$ cat src/rtl/pipe_pkg.sv
// Shared pipeline definitions: hazard FSM states, control-bundle bit positions and bubble values.
package pipe_pkg;

   typedef enum logic [1:0] {
      RUN        = 2'd0,
      LOAD_STALL = 2'd1,
      MEM_WAIT   = 2'd2
   } hz_state_e;

   // WB bundle
   localparam int REGWRITE  = 0;
   localparam int MEMTOREG  = 1;
   // MEM bundle
   localparam int MEMREAD   = 0;
   localparam int MEMWRITE  = 1;
   // EX bundle
   localparam int ALUSRC    = 3;
   localparam int ALUOP_MSB = 2;
   localparam int ALUOP_LSB = 1;
   localparam int REGDST    = 0;

   localparam logic [1:0] WB_BUBBLE  = 2'b00;
   localparam logic [1:0] MEM_BUBBLE = 2'b00;
   localparam logic [3:0] EX_BUBBLE  = 4'b0000;

   localparam int unsigned WAIT_W = 8;

   function automatic logic [WAIT_W-1:0] sat_inc(input logic [WAIT_W-1:0] v);
      return (v == '1) ? v : v + 1'b1;
   endfunction

endpackage

$ cat src/rtl/luh_detect.sv
// Load-use hazard comparator: the load in EX writes a register the instruction in ID reads.
module luh_detect (
   input  logic       ex_MemRead_i,
   input  logic [4:0] ex_RtAddr_i,
   input  logic [4:0] RsAddr_i,
   input  logic [4:0] RtAddr_i,
   input  logic       uses_rs_i,
   input  logic       uses_rt_i,
   output logic       luh_o
);

   // $zero is never a real dependency, so a load targeting it cannot cause a stall.
   assign luh_o = ex_MemRead_i && (ex_RtAddr_i != 5'd0) &&
                  ((uses_rs_i && (RsAddr_i == ex_RtAddr_i)) ||
                   (uses_rt_i && (RtAddr_i == ex_RtAddr_i)));

endmodule

$ cat src/rtl/id_hazard_ctrl.sv
// Decode-stage hazard controller: bubbles, freezes and flushes around the ID/EX register.
// Optional build macro ID_HAZARD_STATS_EN adds the stall_cnt_o stall-cycle counter.
module id_hazard_ctrl
   import pipe_pkg::*;
#(
   parameter int unsigned MAX_WAIT = 255
) (
   input  logic       clk_i,
   input  logic       rst_i,
   input  logic [1:0] WB_i,
   input  logic [1:0] MEM_i,
   input  logic [3:0] EX_i,
   input  logic [4:0] RsAddr_i,
   input  logic [4:0] RtAddr_i,
   input  logic       uses_rs_i,
   input  logic       uses_rt_i,
   input  logic       ex_MemRead_i,
   input  logic [4:0] ex_RtAddr_i,
   input  logic       branch_taken_i,
   input  logic       dmem_busy_i,
   output logic [1:0] WB_o,
   output logic [1:0] MEM_o,
   output logic [3:0] EX_o,
   output logic       PC_Write_o,
   output logic       IF_ID_Write_o,
   output logic       IF_ID_Flush_o,
   output logic       ID_EX_Hold_o,
   output logic       err_o
`ifdef ID_HAZARD_STATS_EN
   ,
   output logic [15:0] stall_cnt_o
`endif
);

   hz_state_e         state_q, state_d;
   logic [WAIT_W-1:0] wait_q, wait_d;
   logic              err_q, err_d;
   logic              luh_raw, luh_eff;

   luh_detect u_luh_detect (
      .ex_MemRead_i (ex_MemRead_i),
      .ex_RtAddr_i  (ex_RtAddr_i),
      .RsAddr_i     (RsAddr_i),
      .RtAddr_i     (RtAddr_i),
      .uses_rs_i    (uses_rs_i),
      .uses_rt_i    (uses_rt_i),
      .luh_o        (luh_raw)
   );

   // The cycle after a bubble still sees the same load in EX; masking guarantees one bubble only.
   assign luh_eff = luh_raw && (state_q != LOAD_STALL);

   // NOTE: every variable written here gets a default first, so no path can infer a latch.
   always_comb begin
      state_d = RUN;
      wait_d  = '0;
      err_d   = err_q;
      if (dmem_busy_i) begin
         state_d = MEM_WAIT;
         wait_d  = (state_q == MEM_WAIT) ? sat_inc(wait_q) : WAIT_W'(1);
         if (32'(wait_d) >= MAX_WAIT) err_d = 1'b1;
      end else if (luh_eff) begin
         state_d = LOAD_STALL;
      end
   end

   // NOTE: sequential state uses non-blocking assignments so all registers update from pre-edge values.
   always_ff @(posedge clk_i) begin
      if (rst_i) begin
         state_q <= RUN;
         wait_q  <= '0;
         err_q   <= 1'b0;
      end else begin
         state_q <= state_d;
         wait_q  <= wait_d;
         err_q   <= err_d;
      end
   end

   always_comb begin
      WB_o          = WB_i;
      MEM_o         = MEM_i;
      EX_o          = EX_i;
      PC_Write_o    = 1'b1;
      IF_ID_Write_o = 1'b1;
      IF_ID_Flush_o = 1'b0;
      ID_EX_Hold_o  = 1'b0;
      if (rst_i) begin
         WB_o          = WB_BUBBLE;
         MEM_o         = MEM_BUBBLE;
         EX_o          = EX_BUBBLE;
         PC_Write_o    = 1'b0;
         IF_ID_Write_o = 1'b0;
      end else if (dmem_busy_i) begin
         // Whole pipeline frozen: bundles pass untouched because ID/EX will not capture them anyway.
         PC_Write_o    = 1'b0;
         IF_ID_Write_o = 1'b0;
         ID_EX_Hold_o  = 1'b1;
      end else if (luh_eff) begin
         WB_o          = WB_BUBBLE;
         MEM_o         = MEM_BUBBLE;
         EX_o          = EX_BUBBLE;
         PC_Write_o    = 1'b0;
         IF_ID_Write_o = 1'b0;
      end else if (branch_taken_i) begin
         IF_ID_Flush_o = 1'b1;
      end
   end

   assign err_o = err_q && !rst_i;

`ifdef ID_HAZARD_STATS_EN
   logic [15:0] stall_cnt_q;

   always_ff @(posedge clk_i) begin
      if (rst_i) begin
         stall_cnt_q <= '0;
      end else if (!PC_Write_o && (stall_cnt_q != 16'hFFFF)) begin
         stall_cnt_q <= stall_cnt_q + 16'd1;
      end
   end

   assign stall_cnt_o = stall_cnt_q;
`endif

endmodule

$ cat config.mk
export PLATFORM = sky130hd
export DESIGN_NAME = id_hazard_ctrl
export DESIGN_NICKNAME = d
export VERILOG_FILES = /design/src/rtl/pipe_pkg.sv /design/src/rtl/luh_detect.sv /design/src/rtl/id_hazard_ctrl.sv
export SDC_FILE = /design/constraint.sdc
export NUM_CORES = 1
export LEC_CHECK = 0
export BUFFER_PORTS_ARGS = -buffer_cell sky130_fd_sc_hd__buf_2
export CORE_UTILIZATION = 45
export DETAILED_ROUTE_END_ITERATION = 12
export GPL_ROUTABILITY_DRIVEN = 0
export PLACE_DENSITY = 0.76
export SLEW_MARGIN = 20
export SYNTH_ARGS = -nofsm -noshare
export SYNTH_HDL_FRONTEND = slang
export SYNTH_SLANG_ARGS = --single-unit
$ cat constraint.sdc
create_clock -name clk_i -period 3.5 [get_ports clk_i]
set_clock_uncertainty 0.05 [all_clocks]
set_input_delay 0.35 -clock clk_i [delete_from_list [all_inputs] [get_ports clk_i]]
set_output_delay 0.35 -clock clk_i [all_outputs]
set_load 0.02 [all_outputs]
; Word level (Yosys, flattened, before mapping)
; Cells that the tools add are included.
[totals]
register_bits = 11
inputBits = 30
out_inout_bits = 13
wordCells = 46
[classes]
add_sub_neg = 1
order_cmp = 1
n_eq_ne = 5
n_mux = 22
n_bitwise = 1
n_reduce_logical = 12
[ops]
columns = op, n
row1 = two-way mux 8 bit, 2
row2 = two-way mux 2 bit, 7
row3 = two-way mux 4 bit, 3
row4 = == test 5 bit, 2
row5 = two-way mux 1 bit, 10
row6 = adder 8 x 1 -> 8 bit (second input constant), 1
row7 = == test 8 bit (second input constant), 1
row8 = >= comparator 8 bit (second input constant), 1
row9 = logical AND 1 bit, 6
row10 = nonzero test 5 bit, 1
row11 = OR reduction 2 bit, 2
row12 = == test 2 bit (second input constant), 1
row13 = != test 2 x 1 -> 1 bit (second input constant), 1
row14 = AND reduction 2 bit, 1
row15 = zero test 1 bit, 1
row16 = logical OR 1 bit, 1
row17 = inverter 1 bit, 1

; Depth between registers and ports, before layout
; Gate-level depths: netlist of run 1.
[logic_depth]
ltp_word = 8
mapped_depth = 6
ltp_nobuf = 5

; Hierarchy
; A second synthesis of run 1 with hierarchy kept.
[hier_totals]
cells_unflattened = 97
hier_area_um2 = 779.5
[modules_own_cells]
columns = module, instances, cells_per_inst, area_per_inst_um2, seq_area_each_um2
row1 = id_hazard_ctrl, 1, 80, 645.6, 220.2
row2 = luh_detect, 1, 17, 133.9, 0.0

; Worst setup path after synthesis of run 1
; Ideal clock, no wire load.
[synth_timing]
kind = input to output
startpoint = input port RsAddr_i[0]
endpoint = output port PC_Write_o
arrival_ns = 1.466
required_time_ns = 3.100
slack_ns = 1.634
cell_stages = 6
n_path_buf = 2
path_cell_list = xnor2_1 > nand4_1 > o22ai_1 > clkbuf_1 > a21boi_1 > buf_4
[synth_between]
elab_chain_cells = 8
[synth_rtl]
columns = item, line
row1 = start: declaration, id_hazard_ctrl.sv:13  ; input logic [4:0] RsAddr_i,
row2 = == test 5 bit, luh_detect.sv:14  ; ((uses_rs_i && (RsAddr_i == ex_RtAddr_i)) ||
row3 = logical AND 1 bit, luh_detect.sv:14
row4 = logical OR 1 bit, luh_detect.sv:14
row5 = logical AND 1 bit, luh_detect.sv:13  ; assign luh_o = ex_MemRead_i && (ex_RtAddr_i != 5'd0) &&
row6 = logical AND 1 bit, id_hazard_ctrl.sv:51  ; assign luh_eff = luh_raw && (state_q != LOAD_STALL);
row7 = two-way mux 1 bit (3 in series), --
row8 = end: declaration, id_hazard_ctrl.sv:24  ; output logic PC_Write_o,
; No other way between the ends.

; Final worst setup path of run 1
[layout_timing]
startpoint = input port ex_RtAddr_i[4]
endpoint = output port PC_Write_o
[layout_between]
elab_chain_cells = 8
word_cells_on_any_way = 12
classes_between = eq/ne (2) / mux (3) / reduce/logical (7)
[layout_rtl]
columns = item, line
row1 = start: declaration, id_hazard_ctrl.sv:18  ; input logic [4:0] ex_RtAddr_i,
row2 = == test 5 bit (on tied branches), "luh_detect.sv:14, luh_detect.sv:15"
row3 = logical AND 1 bit (on tied branches), "luh_detect.sv:14, luh_detect.sv:15"
row4 = logical OR 1 bit, luh_detect.sv:14
row5 = logical AND 1 bit (*), luh_detect.sv:13
row6 = logical AND 1 bit (*), id_hazard_ctrl.sv:51
row7 = two-way mux 1 bit (*), id_hazard_ctrl.sv:99  ; end else if (luh_eff) begin
row8 = two-way mux 1 bit (*), id_hazard_ctrl.sv:94  ; end else if (dmem_busy_i) begin
row9 = two-way mux 1 bit (*), id_hazard_ctrl.sv:88  ; if (rst_i) begin
; Mark *: on every way between the ends. The rest lies on a longest branch, timed or not.

==> flow_summary.yaml, run 1 <==
run_status:
  outcome: "completed"
sta:
  finalSetupTns_ps: 0
  setup_viol: 0
  max_slew_margin_pct: 47.3
  drv_slew: 0
  setup_slack_ps: 1350
  rsz0062_at_grt: "no"
  fin_crit_sh_pct: 61.3
  hold_violations: 0
  final.min_clock_period_ps: 2150
  worst_slew_pin_slew_ps: 790
  max_freq_mhz: 466
cts:
  clk_path_buf_depth: 2
  path_clk_slew_ps: 60
  postCtsHoldBufs: 0
  cts_sinks: 11
  htree_num_levels: 1
  cts_setup_buffers: 0
  cts_tree: "yes"
  clockRootBuffer: "clkbuf_4"
  cts_buffers: 3
  clk_latency_ps: 280
  cts_resized: 0
synth:
  yosys.area.top_type: "dfxtp_1"
  synth_fp_nets: 134
  postSynthAreaPerCell_um2: 8.19
  synthArstFlopShare_pct: 0
  synth.top_cell.area_share_pct: 26.1
  syn_inst: 103
  ys_ff_latch: 11
  ys_warn_count: 0
  yosysSeqAreaShare_pct: 26.1
  synth_area_leaders: "dfxtp_1 (26%), xnor2_1 (11%), a21oi_1 (7.1%)"
  synth.distinct_cells: 39
  synth_edf_count: 0
  synth.cell_area_um2: 843
  synth_ff_type: "dfxtp_1"
worst_setup_path:
  path_common_cell: "buf_2"
  slowest_delay_ps: 630
  worst-endpoint-required_ps: 3100
  worstPathArrival_ps: 1750
  crit_type: "in -> out"
  critPathLaunchType: "primary input"
  worstSetupEndpointType: "output port"
  slowest_stage: "o22ai_1"
  critPathMaxFanout: 11
  reg2reg_depth: 5
  path_cells: "buf_2 > xnor2_1 > nand4_1 > o22ai_1 > a21boi_1 > buf_2"
finish:
  fin_util_pct: 62.8
  multiInputGateArea_um2: 597
  layout.nets: 178
  fill_cells: 158
  drive_gt1_share_pct: 37.0
  n_antenna_cell: 0
  design_area_um2: 1100
  areaGrowthSynthToFinish_pct: 30.0
  final-seq-area_um2: 220
place:
  placed_area_um2: 1070
  port-buffer-count: 42
  dpl.hpwl_um: 1500
  pre_cts_ws_ps: 1400
power:
  peakVddDrop_mv: 0.244
  power.density_nw_per_um2: 259
  switching_power_mw: 0.0801
  cellLeakagePower_nw: 0.508
  power_frac_seq_pct: 45.1
  p_int_mw: 0.204
  clockPowerShare_pct: 30.7
  combPwrFrac_pct: 24.1
  switching_share_pct: 28.2
floorplan:
  start_util_pct: 48.3
  fp.dieH_um: 45.3
  die_x_um: 45.3
  die_area_um2: 2050
  rows: 15
  coreArea_um2: 1750
  io_pins: 43
routing:
  drc: 0
  wl_per_cell_um: 10.8
  firstDrtPassIters: 4
  drt_iter0_markers: 12
  antenna_left: 0
  vias: 860
  wl_um: 1840
  vias_per_cell: 5.03
global_routing:
  grt_pass1_vias: 751
  grt_pass1_wl_um: 3110
  grt_max_degree: 13
  antenna_found_initial: 0
  grt_overflow_total: 0
  grt.total_usage_pct: 20.7
hold_path:
  worstHoldPathCells: 2
  hp-class: "in -> reg"
flow_run:
  maxCapViolCount: 0
[critical path: cells and delay by family]
kind	cells	cell delay (ps)
buf+inv	2	330
xor+xnor	1	170
simple gates	1	90
compound gates	2	800
[registers in the layout (all words and copies together) (netlist names)]
signal   flops
wait_q       8
state_q      2
err_q        1
[per-layer routing]
metal	track usage (%)	part of all wire, %
met4	3.03	0.54
met1	26.7	47
met2	33.9	47
met5	0	0
met3	7.20	5.6
[cell usage after synthesis (2+ instances only)]
master and instances:
and3_1 4, a211oi_1 2, a21oi_1 12, nor2_1 10, xor2_1 2, a31oi_1 4
dfxtp_1 11, nand2_1 3, inv_1 3, xnor2_1 11, clkbuf_1 2, nand4_1 3
nor3_1 2, nand2b_1 9
[metrics by stage]
step | cells | power [mW] | hold slack [ps]
after global placement | 167 | 0.198 | 398
after global routing | 171 | 0.299 | 323
final | 171 | 0.284 | 307
after floorplan | 103 | 0.171 | 381
after CTS | 171 | 0.286 | 310
after detailed placement | 167 | 0.200 | 404
[placed cells by master (no fill, tap or decap), types with 2 or more instances in the layout]
cell type and count:
a211oi_1 2, a21oi_1 12, a31oi_1 4, and3_1 4, buf_2 42, clkbuf_4 3, dfxtp_1 11, inv_1 3
nand2_1 3, nand2b_1 9, nand4_1 3, nor2_1 10, nor3_1 2, xnor2_1 11, xor2_1 2
[logic make-up (layout without fill, tap and decap cells)]
kind of cell | Yosys count | in the layout | share of synthesized area, %
multiplexers | 1 | 1 | 1.19
AO/OA/AOI/OAI | 29 | 29 | 23.4
AND/OR/NAND/NOR | 42 | 42 | 31.2
flip-flops | 11 | 11 | 26.1
XOR/XNOR | 13 | 13 | 13.5
adder cells (fa/ha/maj) | 1 | 1 | 1.48
buffers and inverters | 6 | 49 | 3.12
[power by group through the flow]
stage / Combinational [mW] / Clock (mW) / Sequential [mW]
floorplan: 0.0403 / 0 / 0.131
global placement: 0.0671 / 0 / 0.131
detailed placement: 0.0689 / 0 / 0.131
CTS: 0.0693 / 0.0881 / 0.128
global route: 0.0759 / 0.0947 / 0.128
finish: 0.0686 / 0.0874 / 0.128
[worst paths after layout]
| path | from | to | slack (ps) |
|---|---|---|---|
| worst max register to register | wait_q[0]$_SDFF_PN0_ | err_q$_SDFFE_PP0P_ | 1860 |
| worst min register to register | err_q$_SDFFE_PP0P_ | err_q$_SDFFE_PP0P_ | 410 |
| worst max-delay path | ex_RtAddr_i[4] | PC_Write_o | 1350 |
| worst min-delay path | rst_i | state_q[1]$_SDFF_PP0_ | 310 |
[area by class of cell]
cell class / instances / share of cell area, %
clock buffers: 4 / 2.40
flip-flops and latches: 11 / 20.1
inverters: 3 / 1.03
multi-input cells: 86 / 54.5
repair buffers: 42 / 19.2
well taps: 25 / 2.85
(Power assumes the default switching activity.)
==> inputs of run 2 (changes only) <==
--- a/config.mk
+++ b/config.mk
@@ -6,10 +6,10 @@
 export NUM_CORES = 1
 export LEC_CHECK = 0
 export BUFFER_PORTS_ARGS = -buffer_cell sky130_fd_sc_hd__buf_2
-export CORE_UTILIZATION = 45
+export CORE_UTILIZATION = 44
 export DETAILED_ROUTE_END_ITERATION = 12
 export GPL_ROUTABILITY_DRIVEN = 0
-export PLACE_DENSITY = 0.76
+export PLACE_DENSITY = 0.75
 export SLEW_MARGIN = 20
 export SYNTH_ARGS = -nofsm -noshare
 export SYNTH_HDL_FRONTEND = slang
==> constraint.sdc (replaced) <==
create_clock -name clk_i -period 2.2 [get_ports clk_i]
set_clock_uncertainty 0.05 [all_clocks]
set_input_delay 0.22 -clock clk_i [delete_from_list [all_inputs] [get_ports clk_i]]
set_output_delay 0.22 -clock clk_i [all_outputs]
set_load 0.02 [all_outputs]
==> flow_summary.yaml, run 2 (same netlist as run 1, synthesis figures left out) <==
sta:
  max_freq_mhz: 552
  hold_violations: 0
  hold_slack_ps: 169
  drv_slew: 0
  finalSetupTns_ps: 0
  worst_slew_pin_slew_ps: 487
  max_slew_margin_pct: 67.5
  setup_viol: 0
  rsz0062_at_grt: "no"
  fin_crit_sh_pct: 82.4
  setup_slack_ps: 387
  final.min_clock_period_ps: 1810
global_routing:
  grt.total_usage_pct: 21.1
  grt_pass1_wl_um: 3140
  grt_overflow_total: 0
  grt_use_met2_pct: 39.4
  antenna_found_initial: 0
  grt.met1_usage_pct: 22.8
  use_met3_pct: 2.78
  grt_max_degree: 13
  grt_pass1_vias: 797
  grt.busiest_layer: "met2"
hold_path:
  hp-class: "in -> reg"
  worstHoldPathCells: 2
  holdPathEnd: "state_q[1]$_SDFF_PP0_"
  min_from: "rst_i"
floorplan:
  die_x_um: 45.8
  start_util_pct: 47.8
  fp.dieH_um: 45.8
  coreArea_um2: 1760
  rows: 15
  die_area_um2: 2100
  io_pins: 43
cts:
  cts_buffers: 3
  cts_setup_buffers: 0
  path_clk_slew_ps: 80
  cts_resized: 0
  clk_path_buf_depth: 2
  cts_tree: "yes"
  postCtsHoldBufs: 0
  htree_num_levels: 1
  clk_latency_ps: 270
  clockRootBuffer: "clkbuf_4"
  cts_sinks: 11
worst_setup_path:
  reg2reg_from: "wait_q[0]$_SDFF_PN0_"
  path_cells: "inv_1 > o21ai_1 > a211oi_2 > a21oi_1 > buf_2"
  worstPathArrival_ps: 1540
  critPathMaxFanout: 8
  slowest_delay_ps: 460
  critPathBufInv: 2
  cpLargestDelayFamily: "compound AO/OA/AOI/OAI gates"
  slowest_stage: "a211oi_2"
  worst-endpoint-required_ps: 1930
  r2r_slack_ps: 580
  critPathLaunchType: "flop"
  crit_type: "reg -> out"
  r2r_end: "wait_q[5]$_SDFF_PN0_"
  worstSetupEndpointType: "output port"
  reg2reg_depth: 5
routing:
  antenna_left: 0
  vias: 891
  wl_per_cell_um: 11.5
  wl_um: 1980
  vias_per_cell: 5.18
  drc: 0
  drt_iter0_markers: 12
  firstDrtPassIters: 4
power:
  clockPowerShare_pct: 31.4
  switching_power_mw: 0.134
  combPwrFrac_pct: 24.2
  switching_share_pct: 29.1
  p_int_mw: 0.325
  peakVddDrop_mv: 0.291
  power.density_nw_per_um2: 416
  cellLeakagePower_nw: 0.514
  power_frac_seq_pct: 44.4
finish:
  drive_gt1_share_pct: 37.4
  largest_register_ffs: 8
  fin_util_pct: 62.6
  final_cells: 172
  n_antenna_cell: 0
  areaGrowthSynthToFinish_pct: 30.9
  layout.nets: 179
  mostFrequentLayoutCells: "buf_2 (42), a21oi_1 (12), xnor2_1 (11), dfxtp_1 (11), nor2_1 (10)"
  final_common_cell: "buf_2"
  largest_register: "wait_q"
  reg_top3: "wait_q (8), state_q (2), err_q (1)"
place:
  port-buffer-count: 42
  pre_cts_ws_ps: 609
  dp_cells: 168
  dpl.hpwl_um: 1610
run_status:
  outcome: "completed"
flow_run:
  maxCapViolCount: 0
==> run 2: cell count changes in the layout (fill, tap and decap cells not counted), sizes merged <==
cell  change
buf       +1
==> run 2: metal layers <==
layer | share of wire [%] | vias to the layer above
met1 | 41 | 395
met5 | 0 | -
met2 | 53 | 31
met3 | 4.4 | 2
met4 | 0.86 | 0
li1 | - | 463
==> run 2: area by class of cell <==
cell class,instances,area (um2)
flip-flops and latches,11,220
fillers,162,661
repair buffers,43,218
multi-input cells,86,597
inverters,3,11.3
well taps,25,31.3
clock buffers,4,26.3
==> run 2: how the worst max path moves through the flow <==
stage / from / to / cells past startpoint
finish: state_q[0]$_SDFF_PP0_ / EX_o[3] / 5
global route: state_q[0]$_SDFF_PP0_ / WB_o[1] / 5
detailed placement: wait_q[0]$_SDFF_PN0_ / err_q$_SDFFE_PP0P_ / 5
CTS: state_q[0]$_SDFF_PP0_ / EX_o[3] / 5
floorplan: RsAddr_i[0] / PC_Write_o / 6
global placement: wait_q[0]$_SDFF_PN0_ / err_q$_SDFFE_PP0P_ / 5
==> run 2: per-stage QoR <==
step	instance area [um2]	power (mW)
3_3_place_gp	1080	0.317
2_1_floorplan	843	0.272
3_5_place_dp	1080	0.320
4_1_cts	1100	0.464
5_1_grt	1100	0.481
6_report	1100	0.459
==> run 2: power groups by stage <==
stage	clock [mW]	sequential [mW]	combinational [mW]
final	0.144	0.204	0.111
after global routing	0.155	0.204	0.121
after CTS	0.148	0.204	0.112
after detailed placement	0	0.208	0.112
after global placement	0	0.208	0.108
after floorplan	0	0.208	0.0641
==> inputs of run 3 (changes only) <==
--- a/config.mk
+++ b/config.mk
@@ -6,10 +6,10 @@
 export NUM_CORES = 1
 export LEC_CHECK = 0
 export BUFFER_PORTS_ARGS = -buffer_cell sky130_fd_sc_hd__buf_2
-export CORE_UTILIZATION = 44
+export CORE_UTILIZATION = 40
 export DETAILED_ROUTE_END_ITERATION = 12
 export GPL_ROUTABILITY_DRIVEN = 0
-export PLACE_DENSITY = 0.75
+export PLACE_DENSITY = 0.72
 export SLEW_MARGIN = 20
 export SYNTH_ARGS = -nofsm -noshare
 export SYNTH_HDL_FRONTEND = slang
==> constraint.sdc (replaced) <==
create_clock -name clk_i -period 1.52 [get_ports clk_i]
set_clock_uncertainty 0.05 [all_clocks]
set_input_delay 0.152 -clock clk_i [delete_from_list [all_inputs] [get_ports clk_i]]
set_output_delay 0.152 -clock clk_i [all_outputs]
set_load 0.02 [all_outputs]
==> flow_summary.yaml, run 3 (same netlist as run 1, synthesis figures left out) <==
run_status:
  outcome: "complete, but fails checks"
  violations: "setup timing"
finish:
  layout.nets: 184
  areaGrowthSynthToFinish_pct: 46.4
  final_cells: 179
  mostFrequentLayoutCells: "buf_2 (33), buf_4 (13), xnor2_1 (11)"
  reg_top3: "wait_q (8), state_q (2), err_q (1)"
  final_common_cell: "buf_2"
  largest_register_ffs: 8
  n_antenna_cell: 0
  drive_gt1_share_pct: 48.7
  largest_register: "wait_q"
global_routing:
  grt_overflow_total: 0
  grt.total_usage_pct: 20.2
  grt_max_degree: 13
  antenna_found_initial: 0
  grt_pass1_wl_um: 3310
  grt_pass1_vias: 806
sta:
  hold_slack_ps: 102
  worst_slew_pin_slew_ps: 324
  drv_slew: 0
  max_freq_mhz: 656
  rsz0062_at_grt: "yes"
  setup_viol: 1
  setup_slack_ps: -5.31
  max_slew_margin_pct: 78.0
  fin_crit_sh_pct: 100
  final.min_clock_period_ps: 1530
  hold_violations: 0
worst_setup_path:
  cpLargestDelayFamily: "buffers and inverters"
  path_cells: "inv_2 > o21ai_4 > a211oi_4 > buf_6 > a21oi_1 > buf_4"
  slowest_delay_ps: 330
  critPathMaxFanout: 8
  worstPathArrival_ps: 1320
  crit_type: "reg -> out"
  slowest_stage: "dfxtp_2"
  worstSetupEndpointType: "output port"
  critPathLaunchType: "flop"
  worst-endpoint-required_ps: 1320
  critPathBufInv: 3
routing:
  drc: 0
  vias: 919
  wl_um: 2050
  firstDrtPassIters: 4
  vias_per_cell: 5.13
  antenna_left: 0
  drt_iter0_markers: 13
  wl_per_cell_um: 11.5
floorplan:
  rows: 16
  die_area_um2: 2300
  fp.dieH_um: 47.9
  die_x_um: 47.9
  coreArea_um2: 1960
  start_util_pct: 43.0
  io_pins: 43
place:
  dp_cells: 174
  port-buffer-count: 42
  pre_cts_ws_ps: 24.1
  dpl.hpwl_um: 1580
cts:
  clockRootBuffer: "clkbuf_4"
  cts_tree: "yes"
  clk_path_buf_depth: 2
  clk_latency_ps: 270
  htree_num_levels: 1
  cts_sinks: 11
  path_clk_slew_ps: 70
  postCtsHoldBufs: 0
  cts_buffers: 3
power:
  cellLeakagePower_nw: 0.546
  power_mw: 0.694
  power.density_nw_per_um2: 562
  peakVddDrop_mv: 0.426
flow_run:
  maxCapViolCount: 0
hold_path:
  hp-class: "in -> reg"
-- run 3: cell types whose count changed in the layout (fill, tap and decap cells not counted), sizes merged --
cell and change:
buf +5
-- run 3: power by group --
group          leakage [nW]  total (mW)  switching, mW  internal (mW)
clock network        0.0150       0.208          0.106          0.102
logic                 0.440       0.190         0.0944         0.0959
registers            0.0912       0.296        0.00431          0.292
-- run 3: metrics by stage --
| stage | setup TNS, ps | util [%] | area (um2) |
|---|---|---|---|
| after global routing | -372 | 62.9 | 1230 |
| after detailed placement | 0 | 56.6 | 1110 |
| after CTS | -9.09 | 60.2 | 1180 |
| final | -5.31 | 62.9 | 1230 |
| after global placement | 0 | 56.6 | 1110 |
| after floorplan | 0 | - | 843 |
-- run 3: worst register-to-register path, delay by kind of cell, from the launching register on --
family,cells,cell delay [ps]
AND/OR/NAND/NOR,2,430
AO/OA/AOI/OAI,2,400
flip-flops,1,340
buffers and inverters,1,140
-- run 3: timing repair --
| item | CTS | global route |
|---|---|---|
| gates cloned | 0 | 0 |
| buffers inserted | 1 | 0 |
| setup endpoints to repair | 11 | 13 |
| pin swaps | 3 | 3 |
| resized for setup | 14 | 14 |
-- run 3: layout make-up --
class / count / area (um2)
fillers: 176 / 727
multi-input cells: 86 / 652
repair buffers: 48 / 285
flip-flops and latches: 11 / 226
well taps: 27 / 33.8
clock buffers: 4 / 26.3
inverters: 3 / 11.3
-- run 3: path summary, 6_finish.rpt --
path,from,endpoint,slack (ps),cells past startpoint
max,state_q[0]$_SDFF_PP0_,EX_o[1],-5,6
min,rst_i,state_q[1]$_SDFF_PP0_,100,2
max reg2reg,wait_q[0]$_SDFF_PN0_,err_q$_SDFFE_PP0P_,60,5
min reg2reg,err_q$_SDFFE_PP0P_,err_q$_SDFFE_PP0P_,430,2
-- run 3: per-layer routing --
layer  GRT usage (%)  vias up  wire length [um]
li1                -      470                 -
met1            26.7      417               908
met2            34.6       29              1040
met3            3.40        3                93
met4            3.33        0                15
met5               0        -                 0
